==> src/rtl/stopwatch_pkg.sv <==
`default_nettype none
// ============================================================================
//  Module      : stopwatch_pkg
//  Description : Shared types and constants for the BCD stopwatch: control
//                state enum, BCD digit width, digit limits, the packed time
//                record and a single-digit BCD increment helper.
//  Revision    : 1.0 - initial release
// ============================================================================
package stopwatch_pkg;

    localparam int BCD_W = 4;

    localparam logic [BCD_W-1:0] UNITS_MAX = BCD_W'(9);
    localparam logic [BCD_W-1:0] TENS_MAX  = BCD_W'(5);
    localparam logic [BCD_W-1:0] BCD_ONE   = BCD_W'(1);

    typedef enum logic [1:0] {
        IDLE  = 2'd0,
        RUN   = 2'd1,
        PAUSE = 2'd2
    } sw_state_e;

    typedef struct packed {
        logic [BCD_W-1:0] min_tens;
        logic [BCD_W-1:0] min_ones;
        logic [BCD_W-1:0] sec_tens;
        logic [BCD_W-1:0] sec_ones;
    } bcd_time_t;

    // Returns {carry_out, next_digit}. A digit at or above its limit rolls to
    // zero with a carry, so an out-of-range value can never persist.
    function automatic logic [BCD_W:0] bcd_step(
        input logic [BCD_W-1:0] digit,
        input logic [BCD_W-1:0] limit,
        input logic             en
    );
        logic [BCD_W:0] result;
        if (!en) begin
            result = {1'b0, digit};
        end else if (digit >= limit) begin
            result = {1'b1, {BCD_W{1'b0}}};
        end else begin
            result = {1'b0, digit + BCD_ONE};
        end
        return result;
    endfunction

endpackage
`default_nettype wire

==> src/rtl/tick_sync_edge.sv <==
`default_nettype none
// ============================================================================
//  Module      : tick_sync_edge
//  Description : Synchronises the asynchronous tick square wave into i_clk
//                and turns its transitions into single-cycle count events.
//  Ports       : i_clk          system clock
//                i_reset        asynchronous active-high reset
//                i_tick_toggle  asynchronous tick square wave
//                o_event        one-cycle pulse per detected transition
//  Revision    : 1.0 - initial release
// ============================================================================
module tick_sync_edge #(
    parameter int SYNC_STAGES      = 2,
    parameter int COUNT_BOTH_EDGES = 1
) (
    input  logic i_clk,
    input  logic i_reset,
    input  logic i_tick_toggle,
    output logic o_event
);

    logic [SYNC_STAGES-1:0] sync_q;
    logic [SYNC_STAGES-1:0] sync_d;
    logic                   hist_q;
    logic                   hist_d;
    logic                   w_sync_out;

    assign w_sync_out = sync_q[SYNC_STAGES-1];

    always_comb begin
        sync_d = {sync_q[SYNC_STAGES-2:0], i_tick_toggle};
        hist_d = w_sync_out;
    end

    always_ff @(posedge i_clk or posedge i_reset) begin
        if (i_reset) begin
            sync_q <= '0;
            hist_q <= 1'b0;
        end else begin
            sync_q <= sync_d;
            hist_q <= hist_d;
        end
    end

    // The event is decoded straight from the last synchroniser stage so the
    // consuming register updates on the SYNC_STAGES-th edge after sampling.
    generate
        if (COUNT_BOTH_EDGES != 0) begin : g_both_edges
            assign o_event = w_sync_out ^ hist_q;
        end else begin : g_rising_only
            assign o_event = w_sync_out & ~hist_q;
        end
    endgenerate

endmodule
`default_nettype wire

==> src/rtl/stopwatch_bcd.sv <==
`default_nettype none
// ============================================================================
//  Module      : stopwatch_bcd
//  Description : MM:SS BCD stopwatch counting synchronised tick events, with
//                start / stop / clear control and a rollover pulse.
//  Ports       : i_clk, i_reset (async, active-high)
//                i_tick_toggle  slow tick square wave (asynchronous)
//                i_start/i_stop/i_clear  single-cycle control requests
//                o_sec_ones/o_sec_tens/o_min_ones/o_min_tens  BCD digits
//                o_running      high while in RUN
//                o_wrap         one-cycle pulse after 59:59 -> 00:00
//  Revision    : 1.0 - initial release
// ============================================================================
module stopwatch_bcd
    import stopwatch_pkg::*;
#(
    parameter int SYNC_STAGES      = 2,
    parameter int COUNT_BOTH_EDGES = 1
) (
    input  logic             i_clk,
    input  logic             i_reset,
    input  logic             i_tick_toggle,
    input  logic             i_start,
    input  logic             i_stop,
    input  logic             i_clear,
    output logic [BCD_W-1:0] o_sec_ones,
    output logic [BCD_W-1:0] o_sec_tens,
    output logic [BCD_W-1:0] o_min_ones,
    output logic [BCD_W-1:0] o_min_tens,
    output logic             o_running,
    output logic             o_wrap
);

    sw_state_e state_q;
    sw_state_e state_d;
    bcd_time_t time_q;
    bcd_time_t time_d;
    logic      running_q;
    logic      running_d;
    logic      wrap_q;
    logic      wrap_d;

    logic      w_event;
    logic      w_count_en;
    bcd_time_t w_inc_time;
    logic      w_carry_so;
    logic      w_carry_st;
    logic      w_carry_mo;
    logic      w_carry_mt;

    tick_sync_edge #(
        .SYNC_STAGES      (SYNC_STAGES),
        .COUNT_BOTH_EDGES (COUNT_BOTH_EDGES)
    ) u_tick_sync_edge (
        .i_clk         (i_clk),
        .i_reset       (i_reset),
        .i_tick_toggle (i_tick_toggle),
        .o_event       (w_event)
    );

    // Ripple-carry BCD cascade; the carry out of the minutes tens digit
    // marks the 59:59 -> 00:00 rollover.
    always_comb begin
        {w_carry_so, w_inc_time.sec_ones} = bcd_step(time_q.sec_ones, UNITS_MAX, 1'b1);
        {w_carry_st, w_inc_time.sec_tens} = bcd_step(time_q.sec_tens, TENS_MAX,  w_carry_so);
        {w_carry_mo, w_inc_time.min_ones} = bcd_step(time_q.min_ones, UNITS_MAX, w_carry_st);
        {w_carry_mt, w_inc_time.min_tens} = bcd_step(time_q.min_tens, TENS_MAX,  w_carry_mo);
    end

    // Clear beats stop beats start. Counting looks at the registered state,
    // so an event arriving together with a start from IDLE/PAUSE is dropped.
    always_comb begin
        state_d    = state_q;
        time_d     = time_q;
        wrap_d     = 1'b0;
        w_count_en = 1'b0;

        if (i_clear) begin
            state_d = IDLE;
            time_d  = '0;
        end else if (i_stop) begin
            if (state_q == RUN) begin
                state_d = PAUSE;
            end
        end else begin
            if (i_start && (state_q != RUN)) begin
                state_d = RUN;
            end
            w_count_en = w_event && (state_q == RUN);
        end

        if (w_count_en) begin
            time_d = w_inc_time;
            wrap_d = w_carry_mt;
        end

        running_d = (state_d == RUN);
    end

    always_ff @(posedge i_clk or posedge i_reset) begin
        if (i_reset) begin
            state_q   <= IDLE;
            time_q    <= '0;
            running_q <= 1'b0;
            wrap_q    <= 1'b0;
        end else begin
            state_q   <= state_d;
            time_q    <= time_d;
            running_q <= running_d;
            wrap_q    <= wrap_d;
        end
    end

    assign o_sec_ones = time_q.sec_ones;
    assign o_sec_tens = time_q.sec_tens;
    assign o_min_ones = time_q.min_ones;
    assign o_min_tens = time_q.min_tens;
    assign o_running  = running_q;
    assign o_wrap     = wrap_q;

endmodule
`default_nettype wire

==> config.mk <==
export PLATFORM = sky130hd
export DESIGN_NAME = stopwatch_bcd
export DESIGN_NICKNAME = d
export VERILOG_FILES = /design/src/rtl/stopwatch_pkg.sv /design/src/rtl/tick_sync_edge.sv /design/src/rtl/stopwatch_bcd.sv
export SDC_FILE = /design/constraint.sdc
export NUM_CORES = 1
export LEC_CHECK = 0
export ABC_AREA = 1
export CORE_MARGIN = 5
export CORE_UTILIZATION = 30
export CTS_BUF_LIST = sky130_fd_sc_hd__clkbuf_16
export DETAILED_ROUTE_END_ITERATION = 10
export DONT_BUFFER_PORTS = 1
export PLACE_DENSITY = 0.46
export SKIP_CTS_REPAIR_TIMING = 1
export SYNTH_ARGS = -nofsm -noshare
export SYNTH_HDL_FRONTEND = slang
export SYNTH_SLANG_ARGS = --single-unit
==> constraint.sdc <==
create_clock -name i_clk -period 1.18 [get_ports i_clk]
set_input_delay 0.177 -clock i_clk [delete_from_list [all_inputs] [get_ports i_clk]]
set_output_delay 0.177 -clock i_clk [all_outputs]
set_load 0.01 [all_outputs]
Yosys cells after proc, flatten, opt, wreduce, memory -nomap -nowiden:

Cells that the tools add are included.
Widths: inputs -> output; s select.

* bits in registers: 23
* bits of input ports: 6
* output and inout port bits: 18
* logic and storage cells: 46

* $add $sub $neg: 4
* $lt $le $gt $ge: 4
* equality and inequality tests: 6
* muxes and demuxes: 16
* bitwise logic cells: 1
* reductions and logical operators: 6

Operators by type and width (count)
* $mux 5: 7
* $mux 16: 2
* $add 4x1->4 const B: 4
* $ge 4x3->1 const B: 2
* $ge 4x4->1 const B: 2
* $mux 2: 4
* $ne 2x1->1 const B: 4
* $reduce_and 2->1: 3
* $eq 2x1->1 const B: 2
* $mux 1: 3
* $logic_and 1x1->1: 2
* $reduce_bool 2->1: 1
* $xor 1x1->1: 1

Depth between registers and ports, before layout:

* depth after elaboration: 6
* gate-level depth with buffers: 11
* gate-level depth less buffers: 11

Hierarchy:

Synthesis repeated with hierarchy kept, for this count alone.

* cells, all modules: 156
* area, all modules: 1350.0 µm²

By module, submodules not included
* stopwatch_bcd: instances 1, cells each 147, area each 1252.5 µm², sequential area each 500.5 µm²
* tick_sync_edge: instances 1, cells each 9, area each 97.6 µm², sequential area each 75.1 µm²

Worst setup path before layout:

Ideal clock, no wire load.

* path type: reg2reg
* start point: reg time_q (netlist bit o_sec_tens[0])
* end point: reg time_q (netlist bit o_min_tens[2])
* setup time: 0.118 ns
* data arrival time: 1.270 ns
* data required time: 1.062 ns
* path slack: -0.207 ns
* stages on the path, launching flop included: 11
* buffers on the path: 0
* clock period less this slack: 1.387 ns
* cells stage by stage: dfrtp_1 -> inv_1 -> ha_1 -> nand2_1 -> nand2_1 -> nand2_1 -> inv_1 -> nor2_4 -> nand2_4 -> nand3_1 -> nand2_1

* cells in the longest elaborated chain, start to end: 6

Ends and longest elaborated chain
* from (decl): line stopwatch_bcd.sv:36 `bcd_time_t time_q;`
* from (signal assigned): line stopwatch_bcd.sv:108 `time_q <= time_d;`
* $ge 4x3->1: line stopwatch_pkg.sv:40 `end else if (digit >= limit) begin`
* $mux 5: line stopwatch_pkg.sv:40
* $mux 5 (2 in a row): line stopwatch_pkg.sv:38 `if (!en) begin`
* $ne 2x1->1 (no source line)
* $reduce_and 2->1 (no source line)

No other way between the ends. The select of a mux whose other input is x is not followed.
A chain may end at the register's enable or synchronous reset.

Worst setup path in the final report:

* start point: reg time_q (netlist bit o_sec_ones[1])
* end point: reg time_q (netlist bit o_min_ones[2])

* cells in the longest elaborated chain, start to end: 5

Ends and longest elaborated chain (line)
* $ge 4x4->1: stopwatch_pkg.sv:40
* $mux 5: stopwatch_pkg.sv:40
* $mux 5: stopwatch_pkg.sv:38
* $ne 2x1->1 (no source line)
* $reduce_and 2->1 (no source line)

No other way between the ends. The select of a mux whose other input is x is not followed.

==> results.md <==
* Register Area at 578.1 um2
* Die footprint at 0.005813 mm2
* Die Width at 76.24 um
* Max FO, Critical Path at 5
* Slew Limit Fails at 0
* Initial Util at 0.3065
* Final instance area at 0.001936 mm2
* Placer congestion estimate at 0.7736
* First-pass DRT Iterations at 4
* Post-route DRC at 0
* Clk buf depth at 2
* Vias at 1095
* Fin crit share at 1.153
* Area growth from synthesis to layout at 47.05%
* M3 GR Usage at 0.03546
* RSZ-0062 raised after global routing: yes
* Max_slew headroom at 0.8266
* Arr. time, crit path at 1.51 ns
* Static leakage at 1.013 nW
* CTS buffer count at 3
* Crit Path Class: register to register
* Largest area contributor in the netlist: dfrtp_1
* Final min period at 1.361 ns
* Yosys warns at 0
* Final Instance Count excl. Fillers at 247
* Routed wire length at 3026 um
* Input/output buffers at 0
* Total GRT Usage at 0.1053
* Met1 usage at 0.1353
* Met2 Use GR at 0.1670
* Mux contribution to synthesized area at 0
* Initial antenna violation count at 0
* Ant. Diodes at 0
* Least-Margin Pin Slew at 0.2601 ns
* Die H at 76.24 um
* Synthesized area per cell at 8.660 um2
* Synth Area in XOR/XNOR at 0.03327
* DP HPWL at 2258 um
* Largest family of logic cells by synthesized area: simple AND/OR/NAND/NOR gates
* Critical path's slowest cell: dfrtp_1
* Maxcap violations at 0
* Status: finished, violations left
* CP startpoint kind: register
* Total power at 1.612 mW
* H-tree Lvls at 1
* Vias in the first global route at 1141
* Worst Setup End Kind: register
* Min-delay src: i_clear
* Bufs and invs on worst path at 1
* FP Rows at 24
* Clock sink count at 23
* Iteration-0 DRC Markers at 27
* Flops & latches, synth at 23
* Grt ovf at 0
* CTS tree: done
* First-pass GRT wire length at 5140 um
* Largest cells by area after synthesis: dfrtp_1 (44%), ha_1 (11%), nand2_1 (11%), nand3_1 (6.1%), inv_1 (5.4%)
* Placement Cell Area at 0.001624 mm2
* FILL cells at 420
* Post-Syn Instances at 152
* Violated checks: setup timing
* Inst Count DP at 235
* Simple logic cell fraction of the synthesized area at 0.3061
* PwrDens at 832.8 mW/mm2
* Via/cell ratio at 4.433
* Peak VDD IR at 0.4103 mV
* Synth unique cells at 21
* Gr busiest metal: met2
* Synth Area in Compound Gates at 0.04087
* Syn_nets at 170
* Yosys top cell area share at 0.4373
* Crit. Startpoint: o_sec_ones[1]
* CP peak stage delay at 0.38 ns
* I/O pin total at 24
* Final WS setup at -0.1806 ns
* CP required at 1.33 ns
* Largest net degree at the start of global routing at 14
* Clock skew at 0.004731 ns
* Final setup violation count at 18
* Reg-to-Reg Start: o_sec_ones[1]
* Clock latency on the worst-skew pair at 0.25 ns
* Cell family with most CP delay: simple AND/OR/NAND/NOR gates
* Fmax achieved at 735.0 MHz
* Share of layout cells above drive strength 1 at 0.4564
* Core area at 0.004294 mm2
* Hold Crit Class: input port to register
* CTS clock-pin slew for the worst setup and hold paths at 0.06 ns
* Crit path cell chain: inv_2 -> ha_4 -> nor2_4 -> a21oi_4 -> nand2_4 -> nor2_4 -> nor2_4 -> nand2_1 -> nand2_1
* Most frequent CP cell: nor2_4
* Final #Nets at 214
* Cell Area, Synth at 0.001316 mm2
* Clock root buffer: clkbuf_16
* Post-synthesis adder-cell area fraction at 0.1141
* Multi-input gate area at 805.8 um2
* Final Hold Vio Count at 0
* Final ANT Viol Nets at 0
* Post-synthesis sequential area ratio at 0.4373
* Wirelength per Cell at 12.25 um
through the flow:
| step | TNS [ns] | hold slack (ns) | util | setup WS (ns) |
|---|---|---|---|---|
| final | -2.233 | 0.006774 | 0.4508 | -0.1806 |
| after global routing | -3.995 | 0.007085 | 0.4508 | -0.2984 |
| after CTS | -2.815 | -0.1863 | 0.3969 | -0.2503 |
| after detailed placement | -2.486 | 0.09061 | 0.3782 | -0.2323 |
| after global placement | -2.180 | 0.08270 | 0.3782 | -0.2212 |
| after floorplan | -1.855 | 0.1788 | - | -0.1491 |
sequential cells by signal (all words and copies together) (netlist names):
name	count
state_q	2
o_min_ones	4
u_tick_sync_edge.sync_q	2
u_tick_sync_edge.hist_q	1
o_min_tens	4
o_sec_ones	4
o_wrap	1
o_running	1
o_sec_tens	4
report_power, final:
part	switching, mW	total, mW	leakage (nW)	internal (mW)
registers	0.00550	0.803	0.310	0.797
logic	0.0492	0.0773	0.662	0.0281
clock network	0.276	0.732	0.0409	0.455
total	0.331	1.61	1.01	1.28
synthesized netlist by cell type:
cell and number:
xor2_1 2, nor2_1 10, nor3_1 4, a21boi_1 1, nand2_1 37, nand4_1 3
nand3_4 1, nand2_2 2, o21ai_4 1, inv_1 19, nor2_8 1, xnor2_1 3
o21ai_0 3, ha_1 12, nor2_4 3, dfrtp_1 23, inv_2 5, nand2_4 1
nand3_1 16, a21oi_1 3, nor2_2 2
logic make-up (layout without fill, tap and decap cells):
| logic type | count (synthesis) | after routing |
|---|---|---|
| fa+ha+maj | 12 | 12 |
| compound gates | 8 | 8 |
| simple gates | 80 | 80 |
| xor+xnor | 5 | 5 |
| buf+inv | 24 | 67 |
| flops | 23 | 23 |
per-layer routing:
metal	wire length [um]	vias to the layer above	part of all wire
met5	0	-	0
met4	46	0	0.015
met3	148	4	0.049
met2	1424	23	0.47
met1	1407	505	0.46
li1	-	563	-
worst reg2reg max path: cells and delay by family (launching register included):
family	cells	cell delay [ns]
AND/OR/NAND/NOR	6	0.48
AO/OA/AOI/OAI	1	0.17
flip-flops	1	0.38
buffers and inverters	1	0.08
adder cells (fa/ha/maj)	1	0.13
layout make-up:
type	instances	share of cell area
multi-input combinational	105	0.4163
tap	52	0.03361
timing repair buffer	39	0.1635
clock inverter	1	0.002586
inverter	24	0.04654
clock buffer	3	0.03878
sequential	23	0.2986
cells in the final DEF, fill, tap and decap left out, types with 5 or more instances in the layout:
cell type,synthesis,layout
buf_4,0,32
buf_6,0,5
dfrtp_1,23,21
ha_1,12,7
inv_1,19,13
inv_2,5,11
nand2_1,37,30
nand2_2,2,5
nand2_4,1,5
nand3_1,16,11
nand3_2,0,5
nor2_1,10,7
nor2_4,3,7
worst paths after layout:
path | end | slack, ns | depth (start not counted)
setup reg to reg | o_min_ones[2] | -0.18 | 9
hold / removal | state_q[1] | 0.007 | 1
max in group asynchronous | o_sec_tens[0] | 0.62 | 3
hold reg to reg | u_tick_sync_edge.sync_q[1] | 0.35 | 0
setup / recovery | o_min_ones[2] | -0.18 | 9
min in group asynchronous | u_tick_sync_edge.sync_q[1] | 0.37 | 3
Power figures use the tool's default switching activity.
